===== config.mk =====
export PLATFORM = sky130hd
export DESIGN_NAME = mem_bus_arbiter
export DESIGN_NICKNAME = d
export VERILOG_FILES = /design/src/rtl/arbiter_pkg.sv /design/src/rtl/mem_bus_arbiter.sv
export SDC_FILE = /design/constraint.sdc
export NUM_CORES = 1
export LEC_CHECK = 0
export BUFFER_PORTS_ARGS = -buffer_cell sky130_fd_sc_hd__clkbuf_2
export CORE_ASPECT_RATIO = 0.8
export CORE_MARGIN = 2
export CORE_UTILIZATION = 30
export DETAILED_ROUTE_END_ITERATION = 7
export GPL_ROUTABILITY_DRIVEN = 0
export SETUP_SLACK_MARGIN = 0.15
export SLEW_MARGIN = 5
export SYNTH_ARGS = -nofsm -noshare
export SYNTH_HDL_FRONTEND = slang
export SYNTH_SLANG_ARGS = --single-unit
export TNS_END_PERCENT = 5

===== constraint.sdc =====
create_clock -name clk -period 4.3 [get_ports clk]
set_clock_uncertainty 0.2 [all_clocks]
set_input_delay 0.86 -clock clk [delete_from_list [all_inputs] [get_ports clk]]
set_output_delay 0.86 -clock clk [all_outputs]
set_load 0.03 [all_outputs]

===== src/rtl/arbiter_pkg.sv =====
// Shared types for the memory bus arbiter: FSM state encoding and burst counter width.
package arbiter_pkg;

  typedef enum logic [1:0] {
    ARB_IDLE,
    ARB_INSTR,
    ARB_DATA,
    ARB_DRAIN
  } arb_state_t;

  localparam int BURST_CNT_W = 4;

endpackage


===== src/rtl/mem_bus_arbiter.sv =====
// Shares one memory port between fetch and load/store; grant strobes memory the cycle after request,
// responses pass straight through, and requesters hold their level request until their rsp pulse.
module mem_bus_arbiter
  import arbiter_pkg::*;
#(
  parameter int DATA_WIDTH     = 32,
  parameter int MAX_DATA_BURST = 4
) (
  input  logic                  clk,
  input  logic                  rst_n,
  input  logic                  instr_req_i,
  input  logic                  instr_flush_i,
  input  logic [DATA_WIDTH-1:0] instr_addr_i,
  output logic                  instr_rsp_o,
  output logic [DATA_WIDTH-1:0] instr_data_o,
  input  logic                  data_rd_i,
  input  logic                  data_wr_i,
  input  logic [DATA_WIDTH-1:0] data_addr_i,
  input  logic [DATA_WIDTH-1:0] data_write_i,
  output logic                  data_rsp_o,
  output logic [DATA_WIDTH-1:0] data_read_o,
  output logic                  mem_rd_o,
  output logic                  mem_wr_o,
  output logic [DATA_WIDTH-1:0] mem_addr_o,
  output logic [DATA_WIDTH-1:0] mem_write_o,
  input  logic                  mem_rsp_i,
  input  logic [DATA_WIDTH-1:0] mem_read_i
);

  localparam logic [BURST_CNT_W-1:0] BURST_MAX = BURST_CNT_W'(MAX_DATA_BURST);

  arb_state_t             state;
  arb_state_t             state_nxt;
  logic [BURST_CNT_W-1:0] burst_cnt;
  logic                   data_req;
  logic                   instr_elig;
  logic                   grant_instr;
  logic                   grant_data;

  assign data_req   = data_rd_i | data_wr_i;
  // A flushing fetch is never eligible, even if its request level is still high.
  assign instr_elig = instr_req_i & ~instr_flush_i;

  always_ff @(posedge clk or negedge rst_n) begin
    if (!rst_n) begin
      state <= ARB_IDLE;
    end else begin
      state <= state_nxt;
    end
  end

  always_comb begin
    state_nxt   = state;
    grant_instr = 1'b0;
    grant_data  = 1'b0;
    instr_rsp_o = 1'b0;
    data_rsp_o  = 1'b0;
    case (state)
      ARB_IDLE: begin
        if (instr_elig && (burst_cnt == BURST_MAX || !data_req)) begin
          grant_instr = 1'b1;
          state_nxt   = ARB_INSTR;
        end else if (data_req) begin
          grant_data = 1'b1;
          state_nxt  = ARB_DATA;
        end
      end
      ARB_INSTR: begin
        if (mem_rsp_i) begin
          instr_rsp_o = ~instr_flush_i;
          state_nxt   = ARB_IDLE;
        end else if (instr_flush_i) begin
          state_nxt = ARB_DRAIN;
        end
      end
      ARB_DATA: begin
        if (mem_rsp_i) begin
          data_rsp_o = 1'b1;
          state_nxt  = ARB_IDLE;
        end
      end
      ARB_DRAIN: begin
        if (mem_rsp_i) begin
          state_nxt = ARB_IDLE;
        end
      end
      default: state_nxt = ARB_IDLE;
    endcase
  end

  assign instr_data_o = instr_rsp_o ? mem_read_i : '0;
  assign data_read_o  = data_rsp_o  ? mem_read_i : '0;

  // Strobes stay up through a drain: the memory cannot abort an issued read.
  always_ff @(posedge clk or negedge rst_n) begin
    if (!rst_n) begin
      mem_rd_o    <= 1'b0;
      mem_wr_o    <= 1'b0;
      mem_addr_o  <= '0;
      mem_write_o <= '0;
    end else if (grant_instr) begin
      mem_rd_o    <= 1'b1;
      mem_wr_o    <= 1'b0;
      mem_addr_o  <= instr_addr_i;
      mem_write_o <= '0;
    end else if (grant_data) begin
      mem_rd_o    <= ~data_wr_i;
      mem_wr_o    <= data_wr_i;
      mem_addr_o  <= data_addr_i;
      mem_write_o <= data_write_i;
    end else if (state != ARB_IDLE && mem_rsp_i) begin
      mem_rd_o <= 1'b0;
      mem_wr_o <= 1'b0;
    end
  end

  // Counts data grants that overtook a waiting fetch; reaching the limit hands the next slot to fetch.
  always_ff @(posedge clk or negedge rst_n) begin
    if (!rst_n) begin
      burst_cnt <= '0;
    end else if (grant_instr || !instr_req_i) begin
      burst_cnt <= '0;
    end else if (grant_data && burst_cnt != BURST_MAX) begin
      burst_cnt <= burst_cnt + 1'b1;
    end
  end

endmodule


# Yosys cells after proc, flatten, opt, wreduce, memory -nomap -nowiden
# Index checks and enable logic that the tools add are counted.
# totals
word_cells	61
reg_bits	72
output_inout_bits	132
latch_bits	0
n_memories	0
rom_bits	0
inputBits	135
ramBits	0
# classes
n_shift	0
n_div	0
reduce_logical	14
n_eq_ne	8
n_mux	28
mul	0
addsub	1
order_cmp	0
n_bitwise	4
# ops
cell	count
two-way mux 32 bit	6
two-way mux 1 bit	14
two-way mux 2 bit	5
two-way mux 4 bit	2
inequality test 3 bit, second input constant	2
one-hot mux 2 bit (3 select lines)	1
nonzero test 2 bit	3
adder 4 x 1 -> 4 bit, second input constant	1
== test 2 bit, second input constant	2
== test 4 x 3 -> 1 bit, second input constant	1
inequality test 4 x 3 -> 1 bit, second input constant	1
logical AND 1 bit	3
AND reduction 3 bit	1
nonzero test 3 bit	1
== test 2 x 1 -> 1 bit, second input constant	1
logical NOT 1 bit	2
logical NOT 2 bit	1
logical OR 1 bit	2
inequality test 2 x 1 -> 1 bit, second input constant	1
NOT 1 bit	2
OR reduction 2 bit	1
AND 1 bit	1
bitwise OR 1 bit	1

# Longest topological paths before layout
# logic_depth
depth_word	9
mapped_depth	8
depth_no_buf	6

# Least setup slack after synthesis
# No wires, ideal clock.
# synth_timing
path_kind	input to output
from	input port instr_flush_i
to	output port instr_data_o[22]
setup_slack_ns	1.221
path_stages	3
t_required_ns	3.240
n_path_buf	1
arrival_time_ns	2.019
cell_sequence	nor4b_2 > clkbuf_1 > and2_1
# synth_via
elab_chain_cells	4
# synth_rtl
element	line	source
start: declaration	mem_bus_arbiter.sv:12	input logic instr_flush_i,
NOT 1 bit	mem_bus_arbiter.sv:70	instr_rsp_o = ~instr_flush_i;
two-way mux 1 bit	mem_bus_arbiter.sv:69	if (mem_rsp_i) begin
two-way mux 1 bit	mem_bus_arbiter.sv:58	case (state)
net instr_rsp_o	mem_bus_arbiter.sv:14	output logic instr_rsp_o,
two-way mux 32 bit	mem_bus_arbiter.sv:91	assign instr_data_o = instr_rsp_o ? mem_read_i : '0;
end: declaration	mem_bus_arbiter.sv:15	output logic [DATA_WIDTH-1:0] instr_data_o,
# The timed path passes the listed nets, and every way through them passes these cells.

# Final worst setup path
# layout_timing
from	input port mem_rsp_i
to	output port data_read_o[0]
# layout_via
elab_chain_cells	3
# layout_rtl
element	line	source
start: declaration	mem_bus_arbiter.sv:26	input logic mem_rsp_i,
two-way mux 1 bit	mem_bus_arbiter.sv:77	if (mem_rsp_i) begin
two-way mux 1 bit	mem_bus_arbiter.sv:58	
two-way mux 32 bit	mem_bus_arbiter.sv:92	assign data_read_o = data_rsp_o ? mem_read_i : '0;
end: declaration	mem_bus_arbiter.sv:21	output logic [DATA_WIDTH-1:0] data_read_o,
# No other way between the ends.

==> run_results.csv <==
group,metric,value,unit
timing,finalSetupTns,0,ns
timing,finalSetupViolCount,0,
route,drc,0,
yosys,synth.top_cell.area_share,0.5210,
route,via_per_inst,4.628,
setup_path,critPathLaunchType,"input pin",
pwr,ir_worst_vdd,0.4613,mV
clock_network,post_cts_buffers,0,
yosys,synth_edf_count,0,
floorplan,core,0.01139,mm^2
route,final_antenna_net_count,0,
global_route,grt_remaining_overflow,0,
yosys,ys.warnings.count,0,
cells_and_area,drive_gt1_frac,0.4654,
timing,worst_pin_slew,0.8793,ns
place,dp_slack,1.136,ns
floorplan,start_util,0.3037,
cells_and_area,area_growth,49.02,%
setup_path,timing_worst_setup_path_type,"in2out",
yosys,syn_inst,363,
clock_network,root_buffer,"clkbuf_16",
yosys,synth_ff_type,"dfrtp_1",
pwr,finalPower,0.003540,W
yosys,avgSynthCellArea,9.527,um^2
route,drt_first_pass_iters,4,
pwr,p_leak,2.854,nW
timing,rsz0062_at_grt,"false",
cells_and_area,diodes,0,
floorplan,die_height,100.0,um
yosys,synth.distinct_cells,33,
timing,period_minus_slack,3.185,ns
setup_path,crit_chain,"clkbuf_2 -> and3_1 -> and2_1 -> clkbuf_2",
global_route,grt_max_degree,73,
timing,timing.fmax,0.3139,GHz
route,drt_iter0_markers,67,
setup_path,worstPathRequired,3.24,ns
floorplan,ios,267,
clock_network,cts_buffers,9,
yosys,ys_ff_latch,72,
flow_run,maxCapViolCount,0,
clock_network,clk_latency,0.32,ns
setup_path,crit_path_end_kind,"output pin",
route,route.vias.total,3559,
place,io_buffers,266,
global_route,antenna_found_initial,0,
clock_network,cts_tree,"done",
timing,slew_headroom,0.4138,
timing,period_share,0.7408,
place,dp_hpwl,8527,um
yosys,netlist_area,0.003458,mm^2
cells_and_area,design_area,0.005154,mm^2
yosys,synth_top_area_cell,"dfrtp_1",
setup_path,crit_path_max_incr_delay,0.69,ns
setup_path,arrival,2.13,ns
global_route,grt_pass1_vias,3305,
clock_network,htreeDepth,3,
outcome,outcome,"completed",
setup_path,crit_path_frequent_cell,"clkbuf_2",
cells_and_area,final_common_cell,"clkbuf_2",
cells_and_area,stdcell_count,769,
yosys,syn-num-nets,500,
global_route,grt.total_usage,0.1741,
yosys,ys_seq_area_frac,0.5210,
cells_and_area,mostFrequentLayoutCells,"clkbuf_2 (265), dfrtp_1 (72), a21oi_1 (66), and2_1 (64), nor2_1 (38)",
clock_network,cts_sinks,72,
yosys,yosys-top-cells-area,"dfrtp_1 (52%), and2_1 (12%), a21oi_1 (9.6%), a22o_1 (8.1%), nor2_1 (4.1%)",
floorplan,core.rowCount,35,
setup_path,cp_max_fo,33,
place,place_inst,757,
global_route,grt_first_pass_wirelength,16490,um
clock_network,holdBufCountCts,0,
worst_hold_path,hp-class,"reg2reg",
clock_network,cts_resized,0,
setup_path,critPathSlowestCell,"and3_1",
place,dpl-instance-area,0.004903,mm^2
route,wl_per_cell,14.14,um
pwr,powerDensity,686.9,mW/mm^2
yosys,async_flop_share,1.000,
floorplan,die_w,124.0,um
floorplan,die_area,0.01241,mm^2
clock_network,clockBufferDepth,2,
route,wl,10880,um
cells_and_area,fin_nets,757,
timing,setup_ws,1.115,ns
timing,finalHoldViolCount,0,
clock_network,clk_pin_slew_worst_paths,0.05,ns
timing,report.final.slew_viol_count,0,
stage by stage:
| step | util | hold WS, ns |
|---|---|---|
| floorplan | - | 0.3153 |
| global placement | 0.4307 | 0.2782 |
| detailed placement | 0.4307 | 0.2849 |
| CTS | 0.4525 | 0.3006 |
| global route | 0.4526 | 0.3122 |
| finish | 0.4526 | 0.2996 |
layer usage:
metal / global-route usage / part of all wire / wire length [um]
met5: 0 / 0 / 0
met4: 0.05099 / 0.010 / 112
met3: 0.06023 / 0.094 / 1020
met2: 0.2560 / 0.44 / 4774
met1: 0.2426 / 0.46 / 4967
cell usage after synthesis, types with 3 or more instances:
cell type and instances:
a21oi_1 66, a22o_1 32, and2_1 64, buf_2 11, buf_4 3, clkbuf_1 11, dfrtp_1 72, inv_1 4
nand2_1 33, nor2_1 38, o21ai_0 3
state kept, by name, indices dropped and copies added, names as in the netlist:
register and count:
burst_cnt 4, state 2, mem_write_o 32, mem_addr_o 32
mem_rd_o 1, mem_wr_o 1
layout make-up:
class / instances / area, um^2
clock buffer: 10 / 239.0
clock inverter: 2 / 10.01
fill: 1133 / 6232
inverter: 4 / 15.01
multi-input combinational: 262 / 1531
sequential: 72 / 1802
tap: 148 / 185.2
timing repair buffer: 271 / 1371
cell families after synthesis:
| logic type | Yosys count | synth area share |
|---|---|---|
| AND/OR/NAND/NOR | 148 | 0.2192 |
| multiplexers | 1 | 0.002894 |
| AO/OA/AOI/OAI | 108 | 0.2033 |
| adder cells (fa/ha/maj) | 2 | 0.007235 |
| flip-flops | 72 | 0.5210 |
| XOR/XNOR | 3 | 0.007599 |
| buffers and inverters | 29 | 0.03871 |
critical path: cells and delay by family:
| kind | cells | cell delay (ns) |
|---|---|---|
| buf+inv | 2 | 0.33 |
| simple gates | 2 | 0.93 |
path summary, 6_finish.rpt:
path | startpoint | endpoint | slack (ns) | cells past startpoint
setup / recovery | mem_rsp_i | data_read_o[0] | 1.11 | 4
hold / removal | mem_write_o[20] | mem_write_o[20] | 0.30 | 1
setup reg to reg | burst_cnt[0] | mem_addr_o[10] | 2.05 | 7
hold reg to reg | mem_write_o[20] | mem_write_o[20] | 0.30 | 1
max in group asynchronous | rst_n | burst_cnt[3] | 2.86 | 1
min in group asynchronous | rst_n | mem_addr_o[9] | 0.43 | 1
power breakdown:
part / total (W) / switching [W] / leakage, nW / internal (W)
clock network: 0.000630 / 0.000241 / 0.126 / 0.000390
registers: 0.00119 / 0.000196 / 0.854 / 0.000991
logic: 0.00172 / 0.00120 / 1.87 / 0.000527
(Power assumes the default switching activity.)
